--- config.mk ---
export PLATFORM = sky130hd
export DESIGN_NAME = bitserial_mac_array
export DESIGN_NICKNAME = d
export VERILOG_FILES = /design/src/rtl/bitserial_pkg.sv /design/src/rtl/bitserial_lane.sv /design/src/rtl/bitserial_mac_array.sv
export SDC_FILE = /design/constraint.sdc
export NUM_CORES = 1
export LEC_CHECK = 0
export CAP_MARGIN = 20
export CORE_MARGIN = 3
export CORE_UTILIZATION = 45
export DETAILED_ROUTE_END_ITERATION = 7
export PLACE_DENSITY_LB_ADDON = 0.05
export SETUP_SLACK_MARGIN = 0.3
export SYNTH_ARGS = -nofsm -noshare
export SYNTH_HDL_FRONTEND = slang
export SYNTH_SLANG_ARGS = --single-unit
--- constraint.sdc ---
create_clock -name clk -period 11.38 [get_ports clk]
set_clock_uncertainty 0.05 [all_clocks]
set_input_delay 1.707 -clock clk [delete_from_list [all_inputs] [get_ports clk]]
set_output_delay 1.707 -clock clk [all_outputs]
set_load 0.05 [all_outputs]
--- src/rtl/bitserial_pkg.sv ---
// bitserial_pkg: shared defaults, accumulator guard width and FSM encoding
// for the bit-serial MAC array.
package bitserial_pkg;
    localparam int DATA_W_DEF    = 16;
    localparam int WGT_W_DEF     = 8;
    localparam int LANES_DEF     = 4;
    localparam int FRAC_BITS_DEF = 4;
    localparam int GUARD_BITS    = 4;
    localparam logic [0:0] IDLE  = 1'b0;
    localparam logic [0:0] RUN   = 1'b1;
endpackage

--- src/rtl/bitserial_lane.sv ---
// bitserial_lane: one MAC lane -- operand latch, shift-add accumulator and
// the fixed-point rescale/saturate stage feeding the held result.
module bitserial_lane
    import bitserial_pkg::*;
#(
    parameter int DATA_W    = DATA_W_DEF,
    parameter int WGT_W     = WGT_W_DEF,
    parameter int FRAC_BITS = FRAC_BITS_DEF,
    parameter int IDX_W     = $clog2(WGT_W)
) (
    input  logic                     clk,
    input  logic                     reset,
    input  logic                     load_i,
    input  logic                     clear_i,
    input  logic signed [DATA_W-1:0] neuron_i,
    input  logic                     step_i,
    input  logic                     bit_i,
    input  logic                     last_i,
    input  logic [IDX_W-1:0]         idx_i,
    output logic signed [DATA_W-1:0] result_o,
    output logic                     overflow_o
);
    localparam int ACC_W = DATA_W + WGT_W + GUARD_BITS;
    localparam logic signed [ACC_W-1:0] SAT_HI = {{(ACC_W-DATA_W+1){1'b0}}, {(DATA_W-1){1'b1}}};
    localparam logic signed [ACC_W-1:0] SAT_LO = ~SAT_HI;

    logic signed [DATA_W-1:0] neuron_q, result_q, result_d;
    logic signed [ACC_W-1:0]  acc_q, acc_d, term, scaled;
    logic                     overflow_q, overflow_d;

    // The weight MSB carries negative significance in two's complement, so it subtracts.
    always_comb begin
        term       = {{(WGT_W+GUARD_BITS){neuron_q[DATA_W-1]}}, neuron_q} << idx_i;
        acc_d      = load_i ? (clear_i ? '0 : acc_q)
                   : (step_i && bit_i) ? (last_i ? acc_q - term : acc_q + term) : acc_q;
        scaled     = acc_d >>> FRAC_BITS;
        overflow_d = (scaled > SAT_HI) || (scaled < SAT_LO);
        result_d   = scaled > SAT_HI ? SAT_HI[DATA_W-1:0]
                   : scaled < SAT_LO ? SAT_LO[DATA_W-1:0] : scaled[DATA_W-1:0];
    end

    always_ff @(posedge clk or posedge reset) begin
        if (reset) begin
            neuron_q   <= '0;
            acc_q      <= '0;
            result_q   <= '0;
            overflow_q <= 1'b0;
        end else begin
            acc_q <= acc_d;
            if (load_i) neuron_q <= neuron_i;
            if (step_i && last_i) begin
                result_q   <= result_d;
                overflow_q <= overflow_d;
            end
        end
    end

    assign result_o   = result_q;
    assign overflow_o = overflow_q;
endmodule

--- src/rtl/bitserial_mac_array.sv ---
// bitserial_mac_array: LANES parallel bit-serial signed MACs sharing one
// IDLE/RUN controller and weight-bit counter.
module bitserial_mac_array
    import bitserial_pkg::*;
#(
    parameter int DATA_W    = DATA_W_DEF,
    parameter int WGT_W     = WGT_W_DEF,
    parameter int LANES     = LANES_DEF,
    parameter int FRAC_BITS = FRAC_BITS_DEF
) (
    input  logic                    clk,
    input  logic                    reset,
    input  logic                    start,
    input  logic                    acc_clear,
    input  logic [LANES*DATA_W-1:0] neuron_in,
    input  logic                    weight_valid,
    input  logic [LANES-1:0]        weight_bits,
    output logic                    busy,
    output logic                    done,
    output logic [LANES*DATA_W-1:0] result,
    output logic [LANES-1:0]        overflow
);
    localparam int IDX_W = $clog2(WGT_W);

    logic [0:0]       state_q, state_d;
    logic [IDX_W-1:0] cnt_q, cnt_d;
    logic             done_q, load, step, last;

    always_comb begin
        load    = start && (state_q == IDLE);
        step    = weight_valid && (state_q == RUN);
        last    = cnt_q == IDX_W'(WGT_W-1);
        state_d = load ? RUN : (step && last) ? IDLE : state_q;
        cnt_d   = load ? '0 : step ? (last ? '0 : cnt_q + 1'b1) : cnt_q;
    end

    always_ff @(posedge clk or posedge reset) begin
        if (reset) begin
            state_q <= IDLE;
            cnt_q   <= '0;
            done_q  <= 1'b0;
        end else begin
            state_q <= state_d;
            cnt_q   <= cnt_d;
            done_q  <= step && last;
        end
    end

    assign busy = state_q == RUN;
    assign done = done_q;

    for (genvar k = 0; k < LANES; k++) begin : g_lane
        bitserial_lane #(
            .DATA_W(DATA_W), .WGT_W(WGT_W), .FRAC_BITS(FRAC_BITS), .IDX_W(IDX_W)
        ) u_lane (
            .clk(clk),
            .reset(reset),
            .load_i(load),
            .clear_i(acc_clear),
            .neuron_i(neuron_in[k*DATA_W +: DATA_W]),
            .step_i(step),
            .bit_i(weight_bits[k]),
            .last_i(last),
            .idx_i(cnt_q),
            .result_o(result[k*DATA_W +: DATA_W]),
            .overflow_o(overflow[k])
        );
    end
endmodule

==> out/metrics.yaml <==
outcome:
  outcome: "finished, final reports clean"
placement:
  dpl.hpwl_um: 46100
  globalplace.congestion: 0.937
  port_buffers: 142
  dp_worst_setup_slack_ps: 3840
cells_and_area:
  drive_above_1_share_pct: 8.65
  layout_commonest_cell: "nand2_1"
  area_growth_syn_to_layout_pct: 12.6
  nets: 2748
  nFillCells: 4398
  final_cell_mix: "nand2_1, dfrtp_1, nor2_1, a21oi_1, o21ai_0"
  utilization_pct: 52.0
synth:
  netlist_area_um2: 21200
  yosys.area.top_type: "dfrtp_1"
  seq_area_frac_synth_pct: 29.3
  syn_inst: 2515
  async_flop_share_pct: 100
  synth.distinct_cells: 101
  synthTopCellsByArea: "dfrtp_1, ha_1, a21oi_1"
  synth_top_area_share_pct: 29.3
  synth_edf_count: 0
  ys_ff_latch: 249
  syn_area_per_cell_um2: 8.44
  ys_warn_count: 0
  synthFlopType: "dfrtp_1"
  syn-num-nets: 2706
flow_run:
  max-cap-violations: 0
detailed_routing:
  detail_route.wl_per_cell_um: 19.8
  drt_first_iter_violations: 1423
  dr.pass1.iters: 6
  via_per_inst: 6.00
  drcViolationCount: 0
  vias: 19090
  antenna_left: 0
  finalWirelength_um: 63100
floorplanning:
  die-height_um: 223
  start_util_pct: 46.2
  io-pin-count: 143
  dieArea_um2: 49800
  core.rowCount: 78
  core_area_um2: 46000
  die_width_um: 223
setup_path:
  crit_path_max_incr_delay_ps: 870
  critPathKind: "register to register"
  cp-end-kind: "register"
  arrival_ps: 7980
  r2r_cells: 22
  critPathTopFamily: "simple AND/OR/NAND/NOR gates"
  critPathBufInv: 1
  regToRegEndpoint: "g_lane[2].u_lane.result_o[10]"
  ff2ff_setup_slack_ps: 3770
  critical_path.cell_chain: "buf_4 > mux2i_1 > nor2_1 > a21oi_1 > nor2b_1 > o2111a_1 > and2_1 > nor2b_1 > and2_1 > nor2_1 > xnor2_1 > ha_1 > and3_1 > and3_1 > or4b_1 > a32oi_1 > xor2_1 > o21ai_1 > or4_1 > or4_1 > o31ai_4 > a21oi_1"
  required_ps: 11760
  regToRegStartpoint: "cnt_q[1]"
  cp-startpoint: "cnt_q[1]"
  startpoint_type: "register"
  crit_fanout: 66
  critPathSlowestCell: "dfrtp_4"
timing:
  worst_slack_ps: 3770
  whs_ps: 425
  maxSlewViolCount: 0
  finalCriticalPeriod_ps: 7610
  timing.final.crit_share_pct: 66.8
  max_slew_margin_pct: 30.8
  tns_ps: 0
  hold_violations: 0
  rsz0062_at_grt: "no"
  setup_viol: 0
  tightestPinTransition_ps: 1040
  fmax_mhz: 131
min_path:
  min_path_cells: 2
  worst_hold_path_type: "register to register"
  min_from: "g_lane[2].u_lane.result_o[15]"
  whs_endpoint: "g_lane[2].u_lane.result_o[15]"
cts:
  post_cts_resized: 0
  clock-sinks: 249
  post-cts-setup-buffers: 0
  postCtsHoldBufs: 0
  insertion_delay_ps: 590
  htree_levels: 1
  clk_pin_slew_worst_paths_ps: 60
  numCtsBuffers: 30
  cts_tree: "built"
  clockBufferDepth: 3
  cts_root_buffer: "clkbuf_16"
global_routing:
  use_met2_pct: 39.8
  antenna_found_initial: 0
  grt.total_usage_pct: 24.6
  met1_usage_pct: 35.2
  grt_max_degree: 150
  top_usage_layer: "met2"
  grt_pass1_vias: 18610
  grt_first_pass_wirelength_um: 101000
  grt_overflow: 0
  met3_usage_pct: 3.14
==> per-stage QoR <==
| step | cells | instance area, um^2 |
|---|---|---|
| global placement | 3125 | 22900 |
| finish | 3180 | 23900 |
| CTS | 3179 | 23900 |
| floorplan | 2515 | 21200 |
| detailed placement | 3125 | 22900 |
| global route | 3179 | 23900 |
==> kinds of logic (layout without fill, tap and decap cells) <==
| logic type | Yosys count | in the layout | share of synthesized area (%) |
|---|---|---|---|
| and+or+nand+nor | 824 | 824 | 18.1 |
| AOI/OAI and AO/OA | 760 | 760 | 23.3 |
| DFF | 249 | 249 | 29.3 |
| buffers and inverters | 209 | 273 | 4.29 |
| muxes | 206 | 206 | 11.7 |
| xor gates and xnor gates | 149 | 149 | 6.15 |
| adders and majority gates | 118 | 118 | 7.09 |
| other | 0 | 1 | 0 |
==> final cells by class <==
type / instances / area (um^2) / share of cell area [%]
multi-input cells: 2057 / 14100 / 59.0
flip-flops and latches: 249 / 6240 / 26.1
repair buffers: 160 / 1570 / 6.56
clock buffers: 40 / 860 / 3.60
well taps: 600 / 751 / 3.14
inverters: 59 / 230 / 0.963
clock inverters: 14 / 141 / 0.591
diodes: 1 / 2.50 / 0.0105
==> registers in the layout, indices dropped and copies added, names as in the netlist <==
signal,count
done,1
g_lane.u_lane.overflow_o,4
g_lane.u_lane.acc_q,112
busy,1
g_lane.u_lane.result_o,64
g_lane.u_lane.neuron_q,64
cnt_q,3
==> tightest hold or removal path: cells and delay by family, from the launching register on <==
family,cells,cell delay [ps]
flip-flops,1,340
AND/OR/NAND/NOR,2,110
==> worst max path at each step <==
stage                                          to  cells after the start
global placement    g_lane[2].u_lane.result_o[11]                     22
global route         g_lane[2].u_lane.result_o[4]                     22
finish              g_lane[2].u_lane.result_o[10]                     22
CTS                 g_lane[2].u_lane.result_o[12]                     22
detailed placement  g_lane[2].u_lane.result_o[12]                     22
floorplan                                    busy                      1
==> per-layer routing <==
metal  vias up  wire length [um]
li1       9306                 -
met2       462             28700
met4         0              1530
met1      9240             29900
met3        82              2950
met5         -                 0
==> cells in the mapped netlist (18+ instances only) <==
library cell / instances
a211oi_1: 20
a21o_1: 52
a21oi_1: 226
a31oi_1: 46
and2_1: 25
and3_1: 37
buf_2: 26
clkbuf_1: 93
dfrtp_1: 249
ha_1: 114
inv_1: 57
mux2_2: 83
mux2i_1: 97
mux4_2: 24
nand2_1: 301
nand3_1: 35
nand4_1: 30
nor2_1: 226
nor2b_1: 32
nor3_1: 43
o21a_1: 35
o21ai_0: 178
o31ai_1: 18
xnor2_1: 72
xor2_1: 77
Power is not shown: default switching activity piles up to over one toggle a cycle in this logic, so the estimate is an artifact.
